## config.mk

```make
export PLATFORM = sky130hd
export DESIGN_NAME = mem_stage_wb_flat
export DESIGN_NICKNAME = d
export VERILOG_FILES = /design/src/rtl/mem_stage_wb_if.sv /design/src/rtl/mem_stage_wb.sv /design/src/flat_wrapper.sv
export SDC_FILE = /design/constraint.sdc
export NUM_CORES = 1
export LEC_CHECK = 0
export BUFFER_PORTS_ARGS = -buffer_cell sky130_fd_sc_hd__buf_2
export CORE_AREA = 2 2 136 138
export CTS_CLUSTER_SIZE = 12
export DETAILED_ROUTE_END_ITERATION = 7
export DIE_AREA = 0 0 138 140
export GPL_TIMING_DRIVEN = 1
export PLACE_DENSITY = 0.63
export RECOVER_POWER = 100
export SYNTH_ARGS = -nofsm -noshare
export SYNTH_HDL_FRONTEND = slang
export SYNTH_SLANG_ARGS = --single-unit
```

## constraint.sdc

```tcl
create_clock -name clk -period 2.7 [get_ports clk]
set_input_delay 0.54 -clock clk [delete_from_list [all_inputs] [get_ports clk]]
set_output_delay 0.54 -clock clk [all_outputs]
set_load 0.01 [all_outputs]
```

## src/rtl/mem_stage_wb_if.sv

```systemverilog
// Data-memory request/acknowledge bus between the MEM stage (master) and the memory (slave).
interface mem_stage_wb_if;
    logic        mem_req;
    logic        mem_we;
    logic [31:0] mem_addr;
    logic [31:0] mem_wdata;
    logic [31:0] mem_rdata;
    logic        mem_ack;

    modport master (
        output mem_req, mem_we, mem_addr, mem_wdata,
        input  mem_rdata, mem_ack
    );

    modport slave (
        input  mem_req, mem_we, mem_addr, mem_wdata,
        output mem_rdata, mem_ack
    );
endinterface

```

## src/rtl/mem_stage_wb.sv

```systemverilog
// MEM stage: consumes EX/MEM, runs data-memory accesses over a req/ack bus with timeout,
// resolves branch/jump and registers the MEM/WB pipeline state.
module mem_stage_wb #(
    parameter int TIMEOUT = 16
) (
    input  logic                 clk,
    input  logic                 rst_n,
    input  logic                 in_valid,
    input  logic [2:0]           M,
    input  logic [2:0]           WB,
    input  logic [31:0]          Add_result,
    input  logic                 zero,
    input  logic [31:0]          Alu_result,
    input  logic [31:0]          Dato2,
    input  logic [4:0]           Direccion,
    input  logic                 jump,
    input  logic [31:0]          jump_address,
    mem_stage_wb_if.master       bus,
    output logic                 stall,
    output logic                 pc_src,
    output logic [31:0]          pc_target,
    output logic                 mem_err,
    output logic                 valid_out,
    output logic [2:0]           WB_out,
    output logic [31:0]          Read_data_out,
    output logic [31:0]          Alu_result_out,
    output logic [4:0]           Direccion_out
);

    localparam int CW = (TIMEOUT > 2) ? $clog2(TIMEOUT) : 1;
    localparam logic [CW-1:0] CNT_LAST = CW'(TIMEOUT - 1);

    typedef enum logic {IDLE, ACCESS} state_t;

    state_t        state, state_nxt;
    logic [CW-1:0] cnt;
    logic          memop;
    logic          ack_hit;
    logic          timeout_hit;

    assign memop       = in_valid & (M[1] | M[0]);
    assign ack_hit     = (state == ACCESS) & bus.mem_ack;
    assign timeout_hit = (state == ACCESS) & ~bus.mem_ack & (cnt == CNT_LAST);

    // Redirect only from IDLE so a held instruction can never redirect twice.
    assign pc_src    = in_valid & (state == IDLE) & (jump | (M[2] & zero));
    assign pc_target = jump ? jump_address : Add_result;

    always_comb begin
        state_nxt = state;
        stall     = 1'b0;
        case (state)
            IDLE: begin
                if (memop) begin
                    stall     = 1'b1;
                    state_nxt = ACCESS;
                end
            end
            ACCESS: begin
                stall = ~(ack_hit | timeout_hit);
                if (ack_hit | timeout_hit) state_nxt = IDLE;
            end
            default: state_nxt = IDLE;
        endcase
    end

    always_ff @(posedge clk or negedge rst_n) begin
        if (!rst_n) state <= IDLE;
        else        state <= state_nxt;
    end

    always_ff @(posedge clk or negedge rst_n) begin
        if (!rst_n) begin
            bus.mem_req    <= 1'b0;
            bus.mem_we     <= 1'b0;
            bus.mem_addr   <= '0;
            bus.mem_wdata  <= '0;
            cnt            <= '0;
            mem_err        <= 1'b0;
            valid_out      <= 1'b0;
            WB_out         <= '0;
            Read_data_out  <= '0;
            Alu_result_out <= '0;
            Direccion_out  <= '0;
        end else begin
            case (state)
                IDLE: begin
                    if (memop) begin
                        bus.mem_req   <= 1'b1;
                        bus.mem_we    <= M[0];
                        bus.mem_addr  <= {Alu_result[31:2], 2'b00};
                        bus.mem_wdata <= Dato2;
                        cnt           <= '0;
                        valid_out     <= 1'b0;
                        WB_out        <= '0;
                    end else begin
                        valid_out      <= in_valid;
                        WB_out         <= in_valid ? WB : 3'b000;
                        Read_data_out  <= '0;
                        Alu_result_out <= Alu_result;
                        Direccion_out  <= Direccion;
                    end
                end
                ACCESS: begin
                    cnt <= cnt + CW'(1);
                    if (ack_hit) begin
                        bus.mem_req    <= 1'b0;
                        valid_out      <= 1'b1;
                        WB_out         <= WB;
                        Read_data_out  <= bus.mem_we ? 32'h0 : bus.mem_rdata;
                        Alu_result_out <= Alu_result;
                        Direccion_out  <= Direccion;
                    end else if (timeout_hit) begin
                        // Aborted access still retires, but must not write the register file.
                        bus.mem_req    <= 1'b0;
                        mem_err        <= 1'b1;
                        valid_out      <= 1'b1;
                        WB_out         <= {WB[2:1], 1'b0};
                        Read_data_out  <= '0;
                        Alu_result_out <= Alu_result;
                        Direccion_out  <= Direccion;
                    end else begin
                        valid_out <= 1'b0;
                        WB_out    <= '0;
                    end
                end
                default: ;
            endcase
        end
    end

endmodule

```

## src/flat_wrapper.sv

```systemverilog
// flat-port wrapper written by rule: the top's interface ports become plain ports
module mem_stage_wb_flat 
#(
    parameter int TIMEOUT = 16
)
  (clk, rst_n, in_valid, M, WB, Add_result, zero, Alu_result, Dato2, Direccion, jump, jump_address, stall, pc_src, pc_target, mem_err, valid_out, WB_out, Read_data_out, Alu_result_out, Direccion_out, bus_mem_req, bus_mem_we, bus_mem_addr, bus_mem_wdata, bus_mem_rdata, bus_mem_ack);
  mem_stage_wb_if bus_i ();
  input  logic clk;
  input  logic rst_n;
  input  logic in_valid;
  input  logic [2:0] M;
  input  logic [2:0] WB;
  input  logic [31:0] Add_result;
  input  logic zero;
  input  logic [31:0] Alu_result;
  input  logic [31:0] Dato2;
  input  logic [4:0] Direccion;
  input  logic jump;
  input  logic [31:0] jump_address;
  output logic stall;
  output logic pc_src;
  output logic [31:0] pc_target;
  output logic mem_err;
  output logic valid_out;
  output logic [2:0] WB_out;
  output logic [31:0] Read_data_out;
  output logic [31:0] Alu_result_out;
  output logic [4:0] Direccion_out;
  output wire logic [$bits(bus_i.mem_req)-1:0] bus_mem_req;
  output wire logic [$bits(bus_i.mem_we)-1:0] bus_mem_we;
  output wire logic [$bits(bus_i.mem_addr)-1:0] bus_mem_addr;
  output wire logic [$bits(bus_i.mem_wdata)-1:0] bus_mem_wdata;
  input wire logic [$bits(bus_i.mem_rdata)-1:0] bus_mem_rdata;
  input wire logic [$bits(bus_i.mem_ack)-1:0] bus_mem_ack;
  assign bus_mem_req = bus_i.mem_req;
  assign bus_mem_we = bus_i.mem_we;
  assign bus_mem_addr = bus_i.mem_addr;
  assign bus_mem_wdata = bus_i.mem_wdata;
  assign bus_i.mem_rdata = bus_mem_rdata;
  assign bus_i.mem_ack = bus_mem_ack;
  mem_stage_wb #(.TIMEOUT(TIMEOUT)) u_core (.clk(clk), .rst_n(rst_n), .in_valid(in_valid), .M(M), .WB(WB), .Add_result(Add_result), .zero(zero), .Alu_result(Alu_result), .Dato2(Dato2), .Direccion(Direccion), .jump(jump), .jump_address(jump_address), .bus(bus_i), .stall(stall), .pc_src(pc_src), .pc_target(pc_target), .mem_err(mem_err), .valid_out(valid_out), .WB_out(WB_out), .Read_data_out(Read_data_out), .Alu_result_out(Alu_result_out), .Direccion_out(Direccion_out));
endmodule
```

==> impl_metrics.toml <==
[global_route]
grt_util_met1_pct = 18.3
grt_max_degree = 71
gr-usage-met3_pct = 5.23
grt-busiest-layer = "met2"
use_met2_pct = 26.3
antenna_found_initial = 0
grt_pass1_vias = 4282
overflow = 0
grtUsageTotal_pct = 15.5
grt_pass1_wl_um = 23500

[synth]
ys_types = 28
synthCells = 366
synth_top_area_share_pct = 62.7
async_reset_ff_share_pct = 100
ys_warn_count = 0
synth_edf_count = 0
syn_avg_cell_area_um2 = 15.6
yosys_register_bits = 143
synth_most_common_cell = "dfrtp_1"
synthFlopType = "dfrtp_1"
synth_commonest_cells = "143 x dfrtp_1, 124 x mux2_2, 32 x a22o_1"
synth_area_mm2 = 0.00570
synth_area_leaders = "dfrtp_1 63%, mux2_2 24%, a22o_1 4.9%, mux2_1 1.4%, buf_2 0.88%"
yosysSeqAreaShare_pct = 62.7
yosys.area.top_type = "dfrtp_1"

[place]
place.gp.congestion = 0.785
io_buffers = 348
hpwlAfterDp_um = 11300
placed_area_mm2 = 0.00769

[clock_network]
cts_buffers = 17
cts.sinks = 143
clk_pin_slew_worst_paths_ns = 0.07
clk_latency_ns = 0.41
cts_tree = "done"
post-cts-setup-buffers = 0
post_cts_resized = 0
postCtsHoldBufs = 0
cts_buffer_depth = 2
cts_root_buf = "clkbuf_16"
htreeDepth = 4

[status]
status = "finished with violations"
violations = "capacitance limit, slew limit"

[final_layout]
diodes = 0
postLayoutCoreUtil_pct = 45.3
fin_nets = 897
multi_input_area_mm2 = 0.00198
area_growth_pct = 41.1
regArea_mm2 = 0.00358
design_area_mm2 = 0.00805
drive_gt1_share_pct = 46.9
fillers = 1737

[timing]
max_slew_margin_pct = -12.9
tightestPinTransition_ns = 1.69
tns_ns = 0
holdWs_ns = 0.0339
finalSetupViolCount = 0
hold_viol_final = 0
fin_crit_ns = 2.36
finalClockSkew_ns = 0.00957
post-route-period-util_pct = 87.4
drv_slew = 101
fmax_mhz = 424
rsz0062_at_grt = "false"

[route]
via_per_inst = 4.51
firstDrtPassIters = 4
first_iter_violations = 131
drt-wirelength-per-cell_um = 15.6
num_vias = 4330
routed_wl_um = 15000
drtAntennaViolNets = 0
drc_errors = 0

[worst_setup_path]
worst_setup_path_end_kind = "flip-flop"
worstSetupPathType = "reg2reg"
critPathArrivalTime_ns = 2.66
worstPathMaxFanout = 40
critical_path_required_ns = 3.00
r2r_setup_slack_ns = 0.34
critPathLaunchType = "flip-flop"

[floorplanning]
io_pins = 351
fp-row-count = 49
die_x_um = 138
die_area_mm2 = 0.0193
core_mm2 = 0.0178
fp.dieH_um = 140
initial_core_util_pct = 32.1

[job]
cap_violations = 2

[min_path]
min_path_type = "in2async"

[pwr]
leakage_nw = 3.67
power.total_mw = 6.52
ir_drop_mv = 0.395
powerDensity_mw_per_mm2 = 810
power by group:
group | switching (mW) | total (mW) | internal [mW]
sequential | 0.207 | 2.74 | 2.54
clock | 1.01 | 2.43 | 1.41
combinational | 0.724 | 1.35 | 0.628
total | 1.94 | 6.52 | 4.58
per-stage QoR:
stage	std cells	setup slack, ns
floorplan	367	0.675
global placement	929	0.652
detailed placement	929	0.645
CTS	961	0.388
global route	961	0.206
finish	961	0.340
state kept, by name (all words and copies together) (netlist names), 3 cells and up:
register,flops
u_core.bus.mem_wdata,32
u_core.Alu_result_out,32
u_core.cnt,4
u_core.WB_out,3
u_core.Direccion_out,5
u_core.Read_data_out,32
u_core.bus.mem_addr,30
routing by layer:
layer  share of wire, %  routed length [µm]
met4                1.8                 263
met5                  0                   0
met1                 40                6020
met2                 50                7540
met3                7.8                1170
final cells by class:
cell class / instances / area share, %
multi-input combinational: 198 / 24.7
inverter: 3 / 0.140
timing repair buffer: 356 / 19.6
tap: 229 / 3.56
clock inverter: 15 / 2.30
sequential: 143 / 44.5
clock buffer: 17 / 5.29
cell usage in the layout, fill, tap and decap left out:
cell type	netlist	routed
buf_2	10	176
clkbuf_1	7	173
dfrtp_1	143	143
mux2_2	124	124
a22o_1	32	32
clkbuf_16	0	17
o21ai_0	7	7
mux2_1	7	7
inv_6	0	7
inv_8	0	5
nand2_1	4	4
clkbuf_2	0	4
and2_0	0	3
inv_1	3	3
nand3_1	3	3
nor2_1	3	2
conb_1	1	2
bufinv_16	0	2
nand2b_1	1	1
nand4_1	1	1
o311ai_0	1	1
o31ai_1	1	1
a21oi_1	1	1
and3_1	1	1
o32ai_4	1	1
nor2_2	0	1
o211ai_1	1	1
nor2_4	1	1
a31o_2	1	1
o21bai_1	1	1
xor2_1	1	1
ha_1	1	1
clkinvlp_4	0	1
buf_6	4	1
clkbuf_4	0	1
buf_4	2	1
worst paths after layout:
path | startpoint | endpoint | cells after the start
worst min-delay path | rst_n | u_core.bus.mem_wdata[8] | 1
max in group asynchronous | rst_n | u_core.bus.mem_addr[30] | 2
min in group clk | bus_mem_rdata[4] | u_core.Read_data_out[4] | 2
worst min register to register | u_core.mem_err | u_core.mem_err | 1
worst max register to register | u_core.cnt[0] | u_core.Direccion_out[2] | 5
worst max-delay path | u_core.cnt[0] | u_core.Direccion_out[2] | 5
kinds of logic after synthesis:
| group | after synthesis | synth area share, % |
|---|---|---|
| compound gates | 46 | 6.80 |
| xor+xnor | 1 | 0.154 |
| fa+ha+maj | 1 | 0.219 |
| buf+inv | 26 | 2.59 |
| flops | 143 | 62.7 |
| mux | 131 | 25.9 |
| other cells | 1 | 0.0657 |
| simple gates | 17 | 1.58 |
critical path, stage by stage, from the launching register on:
cell and delay (ns):
dfrtp_1 0.40, ha_1 0.24, and3_1 0.20, o32ai_4 0.27, clkbuf_2 0.71, mux2_2 0.41
Power figures use the tool's default switching activity.
